<file path="config.mk">
export PLATFORM = sky130hd
export DESIGN_NAME = antirrebote
export DESIGN_NICKNAME = d
export VERILOG_FILES = /design/src/rtl/antirrebote_pkg.sv /design/src/rtl/sincronizador.sv /design/src/rtl/antirrebote.sv
export SDC_FILE = /design/constraint.sdc
export NUM_CORES = 1
export LEC_CHECK = 0
export ABC_AREA = 1
export CAP_MARGIN = 20
export CORE_ASPECT_RATIO = 1.1
export CORE_MARGIN = 1
export CORE_UTILIZATION = 57
export CTS_CLUSTER_SIZE = 8
export DETAILED_ROUTE_END_ITERATION = 16
export GPL_ROUTABILITY_DRIVEN = 0
export PLACE_DENSITY = 0.8
export RECOVER_POWER = 100
export SYNTH_ARGS = -nofsm -noshare
export SYNTH_HDL_FRONTEND = slang
export SYNTH_SLANG_ARGS = --single-unit
</file>
<file path="constraint.sdc">
create_clock -name clk -period 1.68 [get_ports clk]
set_clock_uncertainty 0.05 [all_clocks]
set_input_delay 0.252 -clock clk [delete_from_list [all_inputs] [get_ports clk]]
set_output_delay 0.252 -clock clk [all_outputs]
set_load 0.1 [all_outputs]
</file>
<file path="src/rtl/antirrebote_pkg.sv">
// Shared definitions for the antirrebote button debouncer: FSM state encoding,
// default timing constants and a helper used to size the shared counter.
package antirrebote_pkg;

  // Defaults assume a 50 MHz clock: 10 ms debounce, 0.5 s repeat delay, 0.1 s repeat period.
  localparam int unsigned DEF_DB_CYCLES  = 500000;
  localparam int unsigned DEF_RPT_DELAY  = 25000000;
  localparam int unsigned DEF_RPT_PERIOD = 5000000;
  localparam bit          DEF_RPT_EN     = 1'b1;

  typedef enum logic [2:0] {
    IDLE,
    DB_PRESS,
    HELD,
    REPEAT,
    DB_RELEASE
  } estado_t;

  function automatic int unsigned max3(input int unsigned a,
                                       input int unsigned b,
                                       input int unsigned c);
    int unsigned m;
    m = (a > b) ? a : b;
    return (m > c) ? m : c;
  endfunction

endpackage

</file>
<file path="src/rtl/sincronizador.sv">
// Two-flop synchronizer that brings the raw asynchronous button into the clk domain.
module sincronizador (
  input  logic clk,
  input  logic rst,
  input  logic d,
  output logic q
);

  logic meta;

  // NOTE: sequential state always uses non-blocking assignments so both flops
  // sample on the same edge and the chain really is two stages deep.
  always_ff @(posedge clk or negedge rst) begin
    if (!rst) begin
      meta <= 1'b0;
      q    <= 1'b0;
    end else begin
      meta <= d;
      q    <= meta;
    end
  end

endmodule

</file>
<file path="src/rtl/antirrebote.sv">
// Button debouncer with optional auto-repeat: emits one registered pulse per
// accepted press and, while held, periodic repeat pulses.
module antirrebote
  import antirrebote_pkg::*;
#(
  parameter int unsigned DB_CYCLES  = DEF_DB_CYCLES,
  parameter int unsigned RPT_DELAY  = DEF_RPT_DELAY,
  parameter int unsigned RPT_PERIOD = DEF_RPT_PERIOD,
  parameter bit          RPT_EN     = DEF_RPT_EN
) (
  input  logic clk,
  input  logic rst,
  input  logic btn_in,
  output logic pulse,
  output logic pressed,
  output logic repeating
);

  localparam int CNT_W = $clog2(max3(DB_CYCLES, RPT_DELAY, RPT_PERIOD)) + 1;

  localparam logic [CNT_W-1:0] DB_LAST  = CNT_W'(DB_CYCLES - 1);
  localparam logic [CNT_W-1:0] DLY_LAST = CNT_W'(RPT_DELAY - 1);
  localparam logic [CNT_W-1:0] PER_LAST = CNT_W'(RPT_PERIOD - 1);
  localparam logic [CNT_W-1:0] CNT_ONE  = CNT_W'(1);

  // With a count of 1 or 0 the terminal compares collapse and pulses could abut.
  if (DB_CYCLES < 2 || RPT_DELAY < 2 || RPT_PERIOD < 2) begin : g_param_check
    $error("antirrebote: DB_CYCLES, RPT_DELAY and RPT_PERIOD must all be >= 2");
  end

  logic             sync;
  estado_t          estado;
  logic [CNT_W-1:0] cnt;

  sincronizador u_sync (
    .clk (clk),
    .rst (rst),
    .d   (btn_in),
    .q   (sync)
  );

  always_ff @(posedge clk or negedge rst) begin
    if (!rst) begin
      estado    <= IDLE;
      cnt       <= '0;
      pulse     <= 1'b0;
      pressed   <= 1'b0;
      repeating <= 1'b0;
    end else begin
      // NOTE: the strobe defaults low every cycle, so each branch below only has
      // to raise it; nothing needs to remember to drop it afterwards.
      pulse <= 1'b0;
      case (estado)
        IDLE: begin
          if (sync) begin
            estado <= DB_PRESS;
            cnt    <= '0;
          end
        end

        DB_PRESS: begin
          if (!sync) begin
            estado <= IDLE;
            cnt    <= '0;
          end else if (cnt == DB_LAST) begin
            estado  <= HELD;
            cnt     <= '0;
            pulse   <= 1'b1;
            pressed <= 1'b1;
          end else begin
            cnt <= cnt + CNT_ONE;
          end
        end

        HELD: begin
          if (!sync) begin
            estado <= DB_RELEASE;
            cnt    <= '0;
          end else if (RPT_EN && cnt == DLY_LAST) begin
            estado    <= REPEAT;
            cnt       <= '0;
            pulse     <= 1'b1;
            repeating <= 1'b1;
          end else if (cnt != DLY_LAST) begin
            // Without auto-repeat the count parks at the delay limit instead of wrapping.
            cnt <= cnt + CNT_ONE;
          end
        end

        REPEAT: begin
          if (!sync) begin
            estado    <= DB_RELEASE;
            cnt       <= '0;
            repeating <= 1'b0;
          end else if (cnt == PER_LAST) begin
            cnt   <= '0;
            pulse <= 1'b1;
          end else begin
            cnt <= cnt + CNT_ONE;
          end
        end

        DB_RELEASE: begin
          if (sync) begin
            estado <= HELD;
            cnt    <= '0;
          end else if (cnt == DB_LAST) begin
            estado  <= IDLE;
            cnt     <= '0;
            pressed <= 1'b0;
          end else begin
            cnt <= cnt + CNT_ONE;
          end
        end

        default: begin
          estado    <= IDLE;
          cnt       <= '0;
          pressed   <= 1'b0;
          repeating <= 1'b0;
        end
      endcase
    end
  end

endmodule

</file>
# --- Word level (Yosys, flattened, before mapping) ---
# Cells that the tools add are included.
# Widths: inputs -> output; s select.
op_classes:
  addsub: 1
  eq_ne: 20
  n_mux: 35
  bitwise: 2
  n_reduce_logical: 7
ops:
  columns: ["op", "n"]
  rows:
  - ["$mux 26", 9]
  - ["$pmux 26 s5", 1]
  - ["$add 26x1->26 const B", 1]
  - ["$eq 26x19->1 const B", 1]
  - ["$eq 26x23->1 const B", 1]
  - ["$eq 26x25->1 const B", 1]
  - ["$ne 26x25->1 const B", 1]
  - ["$mux 3", 8]
  - ["$pmux 3 s5", 1]
  - ["$mux 1", 13]
  - ["$ne 2x2->1 const B", 5]
  - ["$reduce_and 5->1", 2]
  - ["$pmux 1 s3", 3]
  - ["$eq 3x2->1 const B", 2]
  - ["$ne 2x1->1 const B", 3]
  - ["$ne 3x3->1 const B", 2]
  - ["$reduce_or 3->1", 2]
  - ["$ne 4x4->1 const B", 1]
  - ["$reduce_and 4->1", 1]
  - ["$eq 3x1->1 const B", 1]
  - ["$eq 3x3->1 const B", 1]
  - ["$logic_not 3->1", 1]
  - ["$ne 3x2->1 const B", 1]
  - ["$not 1->1", 2]
  - ["$reduce_and 2->1", 1]
totals:
  regBits: 34
  input_bits: 3
  wordCells: 72

# --- Longest topological paths before layout ---
# Gate-level depths: netlist (run 1).
depth:
  ltp_word: 5
  depth_mapped: 14
  mapped_depth_nobuf: 12

# --- By module ---
# Synthesis (run 1) repeated with hierarchy kept, for this count alone.
unflattened:
  cells_unflattened: 379
  hier_area_um2: 2539.9
by_module_without_submodules:
  columns: ["mod", "n_inst", "cells_per_inst", "area_each_um2", "seq_area_each_um2"]
  rows:
  - ["antirrebote", 1, 377, 2489.9, 800.8]
  - ["sincronizador", 1, 2, 50.0, 50.0]

# --- Worst setup path before layout (run 1) ---
# Ideal clock, no wire load.
synth_path:
  path_type: "register to register"
  start: "reg cnt[0]"
  end: "reg cnt[6]"
  setup_ns: 0.116
  arrival_ns: 1.510
  required_ns: 1.514
  slack_ns: 0.003
  stages_incl_launch_ff: 14
  n_path_buf: 1
  cell_sequence: "dfrtp_1 -> ha_1 -> nand2_2 -> nor2_2 -> inv_2 -> nor2_1 -> nand3_1 -> nand2_1 -> nand2_2 -> nand2_4 -> nand2_2 -> buf_6 -> nand2_2 -> nand2_1"
synth_between:
  elab_chain_len: 5
  word_cells_on_any_way: 16
  cone_classes: "add/sub: 1; eq/ne: 5; mux: 9; reduce/logical: 1"
synth_rtl:
  columns: ["item", "line", "rtl"]
  rows:
  - ["from (decl)", "antirrebote.sv:33", "logic [CNT_W-1:0] cnt;"]
  - ["from (signal assigned)", "antirrebote.sv:71", "cnt <= cnt + CNT_ONE;"]
  - ["from (signal assigned)", "antirrebote.sv:86", "cnt <= cnt + CNT_ONE;"]
  - ["from (signal assigned)", "antirrebote.sv:99", "cnt <= cnt + CNT_ONE;"]
  - ["$add 26x1->26", null, null]
  - ["$mux 26", "antirrebote.sv:84", "end else if (cnt != DLY_LAST) begin"]
  - ["$mux 26", "antirrebote.sv:79", "end else if (RPT_EN && cnt == DLY_LAST) begin"]
  - ["$mux 26", "antirrebote.sv:76", "if (!sync) begin"]
  - ["$pmux 26 s5", "antirrebote.sv:53", "case (estado)"]
# Parallel ways exist; a longest one is shown, timed or not. The select of a mux whose other input is x is not followed.
# A chain may end at the register's enable or synchronous reset.

# --- Final worst setup path (run 1) ---
layout_path:
  start: "reg cnt[20]"
  end: "reg cnt[8]"
layout_between:
  elab_chain_len: 4
  word_cells_on_any_way: 14
  cone_classes: "eq/ne: 5; mux: 8; reduce/logical: 1"
layout_rtl:
  columns: ["item", "line"]
  rows:
  - ["$eq 26x19->1, or another cell as far along", "antirrebote.sv:65, antirrebote.sv:107"]
  - ["$mux 26, on equally long branches (2 in a row)", null]
  - ["$pmux 26 s5", "antirrebote.sv:53"]
# Parallel ways exist; a longest one is shown, timed or not.

==> flow_summary.yaml, run 1 <==
status:
  status: "finished with violations"
  violations: "setup timing"
die:
  floorplan.initialDensity_pct: 59.2
  dieWidth_um: 68.3
  dieArea_mm2: 0.00511
  core-area_mm2: 0.00465
  ioPinCount: 6
  rows: 26
  die_y_um: 74.9
critical_path:
  startpoint_type: "register"
  crit_family: "simple AND/OR/NAND/NOR gates"
  critPathRequiredTime_ns: 1.83
  worst_ep_arrival_time_ns: 2.12
  end_kind: "register"
  slowest_delay_ns: 0.40
  crit_fanout: 20
  r2r-end: "cnt[8]"
  r2r_start: "cnt[20]"
  regToRegSetupSlack_ns: -0.29
  cpMostUsedCell: "nand2_2"
  path_cells: "nand2_1 > nor2_1 > nand2_1 > nor2_1 > nand2_2 > nand2_2 > nand2_2 > nand2_4 > nand2_4 > buf_12 > nand2_2 > nand2_1"
  cpMaxStageDelayCell: "dfrtp_1"
  rr_worst_depth: 12
  crit_buf_inv: 1
  critPathKind: "reg -> reg"
timing:
  report.final.slew_viol_count: 0
  finalSetupTns_ns: -6.15
  min_period_ns: 1.97
  worst_slack_ns: -0.294
  slew_headroom_pct: 41.1
  finalCritPeriodShare_pct: 117
  tightest_slew_ns: 0.884
  max_freq_mhz: 507
  setup-violations-final: 26
  hold_violations: 0
  rsz0062_at_grt: "yes"
worst_hold_path:
  min_path_cells: 0
  holdCritPathClass: "reg -> reg"
  hold_end: "u_sync.q"
  hold_start: "u_sync.meta"
clock_tree:
  h-tree-depth: 2
  cts_sinks: 34
  cts_made_buffers: 5
  path_clk_slew_ns: 0.08
  clock_latency_ns: 0.31
  clockBufferDepth: 2
  cts_tree: "built"
  cts-root-buf: "clkbuf_8"
cells_and_area:
  nets: 555
  final_cell_area_mm2: 0.00379
  drive_gt1_share_pct: 31.5
  n_antenna_cell: 0
  mostFrequentLayoutCells: "nand2_1 (158), buf_4 (72), nor2_1 (60)"
  fin_util_pct: 81.5
  area_growth_pct: 37.7
  layout_commonest_cell: "nand2_1"
logic_synthesis:
  synth.top_cell.area_share_pct: 30.9
  ys.warnings.count: 0
  syn_nets: 467
  synth_area_leaders: "dfrtp_1 (31%), nand2_1 (23%), nor2_1 (11%)"
  yosysTopAreaCell: "dfrtp_1"
  syn_inst: 463
  avgSynthCellArea_um2: 5.95
  synth_area_mm2: 0.00275
  synth_seq_cells: 34
  yosys.cell_types.count: 30
  seq_area_frac_synth_pct: 30.9
route:
  drt_iter0_drc: 841
  drtPass1Iterations: 9
  vias: 3820
  drtAntennaViolNets: 0
  wl_per_cell_um: 18.2
  vias_per_cell: 6.28
  drc: 0
  drt_wl_total_um: 11100
global_route:
  grt_pass1_vias: 3151
  grt_max_degree: 35
  grt_pass1_wl_um: 14200
  grt_antenna_before_repair: 0
  track_usage_pct: 37.8
  overflow: 0
power:
  ir_drop_v: 0.000825
  p_leak_nw: 1.83
  pwr_density_cell_mw_per_mm2: 912
placement:
  port-buffer-count: 5
  place_area_mm2: 0.00337
  dpl.hpwl_um: 6100
run:
  drv_cap: 0
[cell type report]
cell class	count	area, um^2
Sequential cell	34	860
Timing Repair Buffer	89	703
Clock buffer	5	68.8
Fill cell	275	862
Inverter	53	205
Clock inverter	3	40.0
Tap cell	56	70.1
Multi-Input combinational cell	368	1840
[worst max-delay path by stage]
| stage | from | endpoint | slack (ns) | cells after the start |
|---|---|---|---|---|
| floorplan | cnt[0] | cnt[6] | 0.003 | 13 |
| global placement | cnt[16] | cnt[13] | -0.06 | 12 |
| detailed placement | cnt[0] | cnt[19] | -0.13 | 13 |
| CTS | cnt[1] | cnt[19] | -0.09 | 13 |
| global route | cnt[12] | pulse | -0.41 | 9 |
| finish | cnt[20] | cnt[8] | -0.29 | 12 |
[cells in the mapped netlist]
| master | number |
|---|---|
| a31oi_1 | 1 |
| inv_1 | 50 |
| nand2_4 | 1 |
| a21oi_2 | 1 |
| nor3_1 | 10 |
| nor2_4 | 2 |
| xor2_1 | 5 |
| inv_2 | 2 |
| nand3b_1 | 1 |
| ha_1 | 1 |
| nand3_1 | 32 |
| o21a_1 | 1 |
| o22ai_1 | 1 |
| buf_2 | 3 |
| clkbuf_1 | 3 |
| nand4_1 | 16 |
| buf_6 | 2 |
| o2111ai_1 | 2 |
| clkinv_1 | 1 |
| nand2_2 | 16 |
| o21ai_0 | 9 |
| nand3_2 | 1 |
| xnor2_1 | 1 |
| nor2_2 | 6 |
| nor2_1 | 79 |
| dfrtp_1 | 34 |
| o211ai_1 | 1 |
| a21oi_1 | 9 |
| nand2_1 | 171 |
| nor3b_1 | 1 |
[sequential cells by signal, summed over array words and instances (netlist names)]
register and cells:
pressed 1, pulse 1, u_sync.q 1, estado 3
cnt 26, u_sync.meta 1, repeating 1
[layer usage]
metal  up-vias  GRT usage [%]  share of wire [%]
met5         -              0                  0
met4         0           18.3                8.2
met3       142           9.09                 14
met2       366           60.1                 43
met1      1683           47.6                 35
li1       1629              -                  -
[cell families (layout without fill, tap and decap cells)]
| logic type | Yosys count | in the layout | share of synthesized area (%) |
|---|---|---|---|
| adders and majority gates | 1 | 1 | 0.454 |
| AOI/OAI and AO/OA | 25 | 25 | 5.23 |
| buffers and inverters | 61 | 150 | 9.00 |
| xor gates and xnor gates | 6 | 6 | 1.91 |
| DFF | 34 | 34 | 30.9 |
| and+or+nand+nor | 336 | 336 | 52.5 |
[worst register-to-register path, delay by kind of cell, from the launching register on]
family / cells / cell delay (ns)
DFF: 1 / 0.40
and+or+nand+nor: 11 / 1.27
buffers and inverters: 1 / 0.15
[through the flow]
stage / hold WS (ns) / power (mW) / setup WS (ns) / std cells
global placement: 0.258 / 2.38 / -0.0573 / 582
detailed placement: 0.264 / 2.41 / -0.134 / 582
finish: 0.308 / 3.45 / -0.294 / 608
CTS: 0.312 / 3.22 / -0.0894 / 595
floorplan: -0.0936 / 1.83 / 0.00341 / 463
global route: 0.316 / 3.54 / -0.411 / 608
[power by group]
group          switching (mW)  internal (mW)  total (mW)
clock                   0.355          0.437       0.792
combinational            1.15          0.544        1.70
sequential             0.0827          0.882       0.965
total                    1.59           1.86        3.45
[timing repair]
item | 4_1_cts | 5_1_grt
endpoints found under the setup margin | 26 | 31
gates resized for setup | 16 | 61
pin swaps | 4 | 23
hold endpoints to repair | 34 | 0
hold buffers | 1 | 0
buffers inserted | 4 | 16
gates cloned | 0 | 0
Power figures use the tool's default switching activity.
==> run 2: changes to the inputs <==
- CELL_PAD_IN_SITES_DETAIL_PLACEMENT: not set -> 2
- CELL_PAD_IN_SITES_GLOBAL_PLACEMENT: not set -> 2
- CORE_UTILIZATION: 57 -> 30
- HOLD_SLACK_MARGIN: not set -> 0.03
- PLACE_DENSITY: 0.8 -> 0.78
==> flow_summary.yaml, run 2 <==
status:
  status: "stopped before the end"
  lastStage: "global routing (5_1_grt)"
  stop_error: "[ERROR DPL-0033] detailed placement checks failed during check placement."
logic_synthesis:
  ys.flop_type: "dfrtp_1"
  seq_area_frac_synth_pct: 30.9
  synth_seq_cells: 34
  avgSynthCellArea_um2: 5.95
  netlist_top_cells_count: "nand2_1 (171), nor2_1 (79), inv_1 (50), dfrtp_1 (34), nand3_1 (32)"
  synth-edff-count: 0
  yosys.cell_types.count: 30
  async_reset_ff_share_pct: 100
  ys.warnings.count: 0
  yosys.cell_count.top_type: "nand2_1"
  yosysTopAreaCell: "dfrtp_1"
  synth_area_leaders: "dfrtp_1 (31%), nand2_1 (23%), nor2_1 (11%)"
  syn_nets: 467
  synth.top_cell.area_share_pct: 30.9
  syn_inst: 463
  synth_area_mm2: 0.00275
die:
  dieWidth_um: 93.3
  ioPinCount: 6
  floorplan.initialDensity_pct: 31.0
  rows: 36
  die_y_um: 102
placement:
  dp_slack_ns: -0.364
  dpl.hpwl_um: 11200
  place_area_mm2: 0.00365
  port-buffer-count: 5
clock_tree:
  h-tree-depth: 2
  cts_sinks: 34
  cts_made_buffers: 5
  clockBufferDepth: 2
  cts-root-buf: "clkbuf_8"
timing:
  worstEpCategory: "sequential cell input"
  crit_endpoint: "cnt[13]$_DFFE_PN0P_/D"
global_route:
  grt_max_degree: 19
  grt_antenna_before_repair: 0
==> run 2: cell counts after synthesis <==
No cell type changed its count.
==> run 2: metrics by stage <==
step / util [%] / instances
floorplan: - / 463
global placement: 41.2 / 665
detailed placement: 41.2 / 665
CTS: 46.2 / 685
==> run 2: cell families after synthesis <==
group | after synthesis | synth area share, %
flip-flops | 34 | 30.9
AND/OR/NAND/NOR | 336 | 52.5
buffers and inverters | 61 | 9.00
adder cells (fa/ha/maj) | 1 | 0.454
AO/OA/AOI/OAI | 25 | 5.23
XOR/XNOR | 6 | 1.91
==> run 2: what timing repair did <==
item                                    4_1_cts
cloned                                        3
endpoints found under the hold margin        16
setup buffers                                 9
pin swaps                                    16
endpoints found under the setup margin       32
hold buffers                                  1
gates resized for setup                      69
==> run 3: changes to the inputs <==
- CELL_PAD_IN_SITES_DETAIL_PLACEMENT: 2 -> not set
- CELL_PAD_IN_SITES_GLOBAL_PLACEMENT: 2 -> not set
- CORE_ASPECT_RATIO: 1.1 -> not set
- CORE_UTILIZATION: 30 -> 39
- CTS_CLUSTER_SIZE: 8 -> not set
- HOLD_SLACK_MARGIN: 0.03 -> not set
- PLACE_DENSITY: 0.78 -> not set
- PLACE_DENSITY_LB_ADDON: not set -> 0.15
- clock period: 1.68 -> 2.18 ns (I/O delays scaled with it)
==> flow_summary.yaml, run 3 (same netlist as run 1, synthesis figures left out) <==
placement:
  place_area_mm2: 0.00295
  dpl.hpwl_um: 5720
  port-buffer-count: 5
  dp_slack_ns: 0.206
die:
  floorplan.initialDensity_pct: 40.5
  core-area_mm2: 0.00679
  dieArea_mm2: 0.00740
  rows: 30
  dieWidth_um: 86.0
  die_y_um: 86.0
  ioPinCount: 6
route:
  vias: 2891
  drtPass1Iterations: 5
  vias_per_cell: 5.04
  drtAntennaViolNets: 0
  wl_per_cell_um: 13.5
  drt_wl_total_um: 7740
  drt_iter0_drc: 248
  drc: 0
global_route:
  track_usage_pct: 23.1
  grt_pass1_wl_um: 13400
  grt_antenna_before_repair: 0
  grt_pass1_vias: 2768
  overflow: 0
  grt_max_degree: 35
power:
  p_sw_mw: 0.990
  power_frac_comb_pct: 41.1
  pwr_density_cell_mw_per_mm2: 746
  internal_power_mw: 1.26
  p_leak_nw: 1.43
  clockPowerShare_pct: 26.5
  ir_drop_v: 0.000412
  pwr-share-seq_pct: 32.4
  sw_frac_of_total_pct: 44.0
critical_path:
  crit_family: "simple AND/OR/NAND/NOR gates"
  crit_buf_inv: 2
  slowest_delay_ns: 0.40
  startpoint_type: "register"
  critPathKind: "reg -> reg"
  end_kind: "register"
  regToRegSetupSlack_ns: 0.12
  r2r_start: "cnt[1]"
  rr_worst_depth: 13
  critPathRequiredTime_ns: 2.32
  worst_ep_arrival_time_ns: 2.19
  path_cells: "ha_1 > nand2_2 > nor2_2 > inv_2 > nor2_1 > nand3_1 > nand2_1 > nand2_2 > nand2_4 > nand2_2 > buf_6 > nand2_1 > nand2_1"
  crit_fanout: 20
  r2r-end: "cnt[15]"
  cpMaxStageDelayCell: "dfrtp_1"
run:
  drv_cap: 0
clock_tree:
  cts_setup_buffers: 0
  h-tree-depth: 2
  cts_sinks: 34
  cts_tree: "built"
  cts_resized: 0
  clock_latency_ns: 0.30
  cts_hold_buf: 0
  cts-root-buf: "clkbuf_8"
  cts_made_buffers: 5
  path_clk_slew_ns: 0.08
  clockBufferDepth: 2
cells_and_area:
  top_register: "cnt"
  largest_reg_flops: 26
  n_antenna_cell: 0
  fillers: 703
  top_regs: "cnt (26), estado (3)"
  area_growth_pct: 9.64
  layout_commonest_cell: "nand2_1"
  mostFrequentLayoutCells: "nand2_1 (178), nor2_1 (80), inv_1 (50)"
  final_cell_area_mm2: 0.00302
  nets: 481
  drive_gt1_share_pct: 8.79
timing:
  max_freq_mhz: 486
  finalSetupTns_ns: 0
  tightest_slew_ns: 1.16
  rsz0062_at_grt: "no"
  slew_headroom_pct: 22.7
  hold_violations: 0
  report.final.slew_viol_count: 0
  finalCritPeriodShare_pct: 94.3
  worst_slack_ns: 0.124
  min_period_ns: 2.06
  setup-violations-final: 0
status:
  status: "complete, no violations"
worst_hold_path:
  holdCritPathClass: "in -> async"
## run 3: layout make-up
| type | instances | area (um^2) | share of cell area [%] |
|---|---|---|---|
| tap | 96 | 120 | 3.98 |
| inverter | 53 | 199 | 6.59 |
| multi-input combinational | 368 | 1630 | 54.1 |
| timing repair buffer | 15 | 105 | 3.48 |
| clock inverter | 3 | 40.0 | 1.33 |
| clock buffer | 5 | 68.8 | 2.28 |
| sequential | 34 | 851 | 28.2 |
## run 3: worst max path at each step
stage               cells after the start   start  endpoint  slack, ns
CTS                                    13  cnt[1]   cnt[25]       0.18
floorplan                              13  cnt[0]    cnt[6]       0.50
global placement                       13  cnt[1]   cnt[14]       0.24
global route                           13  cnt[0]   cnt[17]       0.04
finish                                 13  cnt[1]   cnt[15]       0.12
detailed placement                     13  cnt[1]   cnt[25]       0.21
## run 3: stage by stage
| stage | cells | utilization (%) | hold WS, ns | power [mW] |
|---|---|---|---|---|
| 2_1_floorplan | 463 | - | -0.0186 | 1.41 |
| 3_3_place_gp | 566 | 43.4 | 0.283 | 1.73 |
| 3_5_place_dp | 566 | 43.4 | 0.285 | 1.72 |
| 4_1_cts | 574 | 45.0 | 0.100 | 2.32 |
| 5_1_grt | 574 | 44.4 | 0.184 | 2.41 |
| 6_report | 574 | 44.4 | 0.0919 | 2.25 |
## run 3: power groups by stage
| stage | logic [mW] | registers [mW] | clock network [mW] |
|---|---|---|---|
| 4_1_cts | 0.982 | 0.728 | 0.610 |
| 2_1_floorplan | 0.639 | 0.774 | 0 |
| 6_report | 0.926 | 0.729 | 0.597 |
| 5_1_grt | 1.03 | 0.737 | 0.638 |
| 3_5_place_dp | 0.980 | 0.740 | 0 |
| 3_3_place_gp | 0.995 | 0.739 | 0 |
## run 3: worst register-to-register path: cells and delay by family, from the launching register on
family	cells	cell delay (ns)
flops	1	0.40
simple gates	10	1.01
fa+ha+maj	1	0.23
buf+inv	2	0.25
## run 3: routing by layer
metal | part of all wire, % | track usage [%] | wire (um)
met1 | 49 | 32.7 | 3790
met2 | 44 | 34.6 | 3370
met3 | 5.4 | 4.14 | 416
met4 | 2.2 | 8.94 | 171
met5 | 0 | 0 | 0
==> RTL edit 1, RTL diff (flow settings as in run 3) <==
Make the reset (`rst`) synchronous in 2 clocked blocks. Comments in the files are not updated.
--- a/src/rtl/sincronizador.sv
+++ b/src/rtl/sincronizador.sv
@@ -12,3 +12,3 @@
   // sample on the same edge and the chain really is two stages deep.
-  always_ff @(posedge clk or negedge rst) begin
+  always_ff @(posedge clk) begin
     if (!rst) begin
--- a/src/rtl/antirrebote.sv
+++ b/src/rtl/antirrebote.sv
@@ -41,3 +41,3 @@
 
-  always_ff @(posedge clk or negedge rst) begin
+  always_ff @(posedge clk) begin
     if (!rst) begin
Check against the original RTL: no difference found for any inputs over 10 cycles, from zero or initial values and one cycle with rst low; that may be too few to reach the edited logic, so the function may still have changed.
==> RTL edit 1 against run 3 <==
- final cell count is 7.8% lower
- sequential share of layout area is 3.5 points lower
- critical path depth shrank 1
- first-iteration DRC count fell by 33%
- die area is 8.8% lower
- sequential cell count is the same
- count of clock-buffer cells in the layout stayed put
- wire length is 12% lower
- largest cell class unchanged
- power fell by 10%
- worst setup slack better by 58 ps
- synthesized area is 9.0% lower
- highest routed layer unchanged
- design area fell by 8.5%
==> RTL edit 1: results (changes against run 3) <==
nets = 457 (-5.0%)
library cells used by synthesis = 28 (-6.7%)
sequential share of the synthesized area = 27.2% (-3.7 points)
initial DRC count = 167 (-33%)
GRT Util Overall = 22.4% (-0.68 points)
worst rel slew slack = 23.3% (+0.55 points)
Place WS = 53.0 ps (-153 ps)
number of global-route vias before repair = 2346 (-15%)
Placed Area = 0.00265 sq mm (-10%)
FF+latch area = 682 sq um (-20%)
dpl hpwl = 5180 microns (-9.4%)
Top FF cell, synth = dfxtp_1
Critical Path AT = 2140 ps (-50 ps)
Post-synth ARST share = 0% (-100 points)
Port Buffer Count = 5 (unchanged)
drt via density = 5.15 (+2.2%)
Leak = 1.05 nW (-26%)
status = finished, final reports clean
most instantiated cells after synthesis = nand2_1 (145), nor2_1 (75), inv_1 (52), a21oi_1 (36), dfxtp_1 (34)
Non-clock inverters = 57 (+7.5%)
NonClk Buf Share = 3.67% (+0.19 points)
Hold Path Class = reg2reg
Crit-path slowest cell = dfxtp_1
Num CTS Buffers = 5 (unchanged)
Clock-cell share = 3.94% (+0.33 points)
Gate power share = 36.5% (-4.6 points)
routed wl met3 = 416 microns (unchanged)
xor and xnor area share after synthesis = 3.15% (+1.2 points)
comb_multi_in = 341 (-7.3%)
maximum vdd drop = 0.604 mV (+47%)
CTS clk-pin slew, worst paths = 70 ps
Post-Route M1 WL = 3320 microns (-12%)
R2R cell count = 12 (-1)
syn nets = 447 (-4.3%)
r2r endpoint = cnt[0]
std cell rows = 28 (-6.7%)
Flop pwr share = 35.0% (+2.6 points)
slack of the worst reg-to-reg path = 180 ps (+60 ps)
drc violations = 0 (unchanged)
length of routed met2 wiring = 2990 microns (-11%)
Critical Path Fanout Max = 24 (+20%)
post-synthesis compound-gate area fraction = 11.1% (+5.9 points)
largest net degree at the start of global routing = 25 (-29%)
fraction of area in multi-input gates = 56.6% (+2.4 points)
Avg WL per Cell = 12.9 microns (-4.3%)
Internal = 1.18 mW (-6.3%)
filler instances = 661 (-6.0%)
worst reg2reg path startpoint = cnt[1]
met3 Track Usage GR = 4.07% (-0.073 points)
adder-cell share of the synthesized area = 0.500% (+0.045 points)
share of cells above drive strength 1 = 7.71% (-1.1 points)
met1 usage = 31.0% (-1.7 points)
-- RTL edit 1: cell count changes after synthesis, sizes merged, moves of 4 or more --
cell,before,now
nor2,87,80
nand3,33,19
nand4,16,9
nor3,10,19
a21oi,10,36
inv,52,56
dfrtp,34,0
dfxtp,0,34
nand2,188,150
-- RTL edit 1: worst max path at each step --
stage / end / cells after the start / slack [ps]
6_report: cnt[0] / 12 / 180
5_1_grt: cnt[0] / 12 / 50
4_1_cts: cnt[0] / 12 / 40
3_5_place_dp: cnt[0] / 12 / 50
3_3_place_gp: cnt[0] / 12 / 50
2_1_floorplan: cnt[0] / 13 / 410
-- RTL edit 1: stage by stage --
stage / instances / util, % / total power, mW
2_1_floorplan: 443 / - / 1.28
3_3_place_gp: 521 / 43.6 / 1.45
3_5_place_dp: 521 / 43.6 / 1.45
4_1_cts: 529 / 45.4 / 2.04
5_1_grt: 529 / 45.6 / 2.16
6_report: 529 / 45.6 / 2.02
==> RTL edit 2, RTL diff (config.mk and constraints of run 3) <==
Made on the original files. Set the package constant `DEF_RPT_EN` to 1'b0 (it was 1'b1).
--- a/src/rtl/antirrebote_pkg.sv
+++ b/src/rtl/antirrebote_pkg.sv
@@ -8,3 +8,3 @@
   localparam int unsigned DEF_RPT_PERIOD = 5000000;
-  localparam bit          DEF_RPT_EN     = 1'b1;
+  localparam bit          DEF_RPT_EN     = 1'b0;
 
Check against the original RTL: no difference found for any inputs over 10 cycles, from zero or initial values and one cycle with rst low; that may be too few to reach the edited logic, so the function may still have changed.
==> RTL edit 2 against run 3 <==
- power decreased by 19%
- wire length decreased by 4.9%
- core utilization about the same
- fmax about the same
- sequential cell count decreased by 1
- worst setup slack improved by 0.53 ps
- design area decreased by 5.4%
- synthesized area decreased by 5.2%
- sequential power decreased by 5.9%
- clock power decreased by 24%
- critical endpoint is now cnt[24]
- largest power group is now registers
==> RTL edit 2: results (changes against run 3) <==
Slew @ Worst Pin = 1160 ps (-3.68 ps)
CTS Sinks = 33 (-2.9%)
Critical Path Fanout Max = 8 (-60%)
drt via density = 5.24 (+4.1%)
initial DRC count = 259 (+4.4%)
top post-synthesis cells by area = dfrtp_1 (32%), nand2_1 (16%), nor2_1 (10%)
cell total after placement = 503 (-11%)
nets = 438 (-8.9%)
CTS root buffer = clkbuf_8
P_sw = 0.772 mW (-22%)
H-tree depth = 2 (unchanged)
Place WS = 126 ps (-80.3 ps)
r2r endpoint = cnt[24]
library cells used by synthesis = 34 (+13%)
Final WS setup = 124 ps (+0.526 ps)
FF+latch area = 828 sq um (-2.6%)
sequential share of the synthesized area = 31.6% (+0.73 points)
dpl hpwl = 5710 microns (-0.21%)
most instantiated cells after synthesis = nand2_1 (111), nor2_1 (73), inv_1 (65), nand3_1 (37), dfrtp_1 (33)
fraction of area in multi-input gates = 51.2% (-3.0 points)
filler instances = 688 (-2.1%)
Hold Path Class = in2async
Leak = 1.45 nW (+1.5%)
Syn Inst Count = 418 (-9.7%)
Non-clk bufs = 17 (+2)
number of synthesis warnings = 0 (unchanged)
status = finished, final reports clean
diode count = 0 (unchanged)
Final Util = 44.4% (about the same)
Port Buffer Count = 4 (-1)
via count = 2685 (-7.1%)
Non-clock inverters = 71 (+34%)
comb_multi_in = 306 (-17%)
Placed Area = 0.00277 sq mm (-6.2%)
WL final = 7360 microns (-4.9%)
GRT Util Overall = 23.4% (+0.33 points)
number of global-route vias before repair = 2581 (-6.8%)
Post-synth ARST share = 100% (unchanged)
clk_buf instances = 6 (+1)
R2R cell count = 12 (-1)
worst reg2reg path startpoint = cnt[0]
Clock-cell share = 2.89% (-0.71 points)
NonClk Buf Share = 4.12% (+0.64 points)
well tap count = 77 (-20%)
maximum vdd drop = 0.245 mV (-41%)
largest net degree at the start of global routing = 34 (-2.9%)
share of cells above drive strength 1 = 10.8% (+2.0 points)
first-pass GRT wire length = 12800 microns (-4.1%)
==> RTL edit 2: cell types whose count changed after synthesis, moves of 4 or more <==
cell and delta:
nand2_2 -11, nand2_1 -60, nand3_2 +4, nor2_1 -6
nand3_1 +5, o21ai_1 +4, nor2_2 -4, inv_1 +15
nand4_1 +6, a21oi_1 -5
==> RTL edit 2: logic make-up (layout without fill, tap and decap cells) <==
group                    after synthesis  count (layout)  synth area share, %
AND/OR/NAND/NOR                      274             274                 47.5
adder cells (fa/ha/maj)                1               1                0.479
flip-flops                            33              33                 31.6
AO/OA/AOI/OAI                         22              22                 4.94
other                                  1               1                0.144
XOR/XNOR                               8               8                 2.68
buffers and inverters                 79              96                 12.6
==> RTL edit 2: layer usage <==
layer	GRT usage (%)	part of all wire [%]	vias up	routed length (microns)
li1	-	-	1350	-
met1	32.8	47	1220	3450
met2	35.7	44	98	3230
met3	4.06	6.8	17	503
met4	9.09	2.4	0	176
met5	0	0	-	0
==> RTL edit 2: worst min path at each step <==
stage,endpoint,slack (ps),depth (start not counted)
floorplan,cnt[0],-20,0
global placement,u_sync.q,280,0
detailed placement,u_sync.q,290,0
CTS,cnt[4],80,1
global route,cnt[4],120,1
finish,cnt[4],40,1
==> RTL edit 2: repair_timing <==
action	CTS	global route
gates resized for setup	0	4
buffers inserted	0	1
setup endpoints to repair	0	14
==> RTL edit 2: worst max-delay path: cells and delay by family (launching register included) <==
family	cells	cell delay (ps)
fa+ha+maj	1	240
flops	1	400
simple gates	11	1250
==> RTL edit 2: power groups by stage <==
stage / registers [mW] / logic [mW] / clock network (mW)
CTS: 0.689 / 0.683 / 0.473
detailed placement: 0.699 / 0.682 / 0
finish: 0.686 / 0.686 / 0.454
global route: 0.691 / 0.765 / 0.499
floorplan: 0.751 / 0.437 / 0
global placement: 0.699 / 0.685 / 0
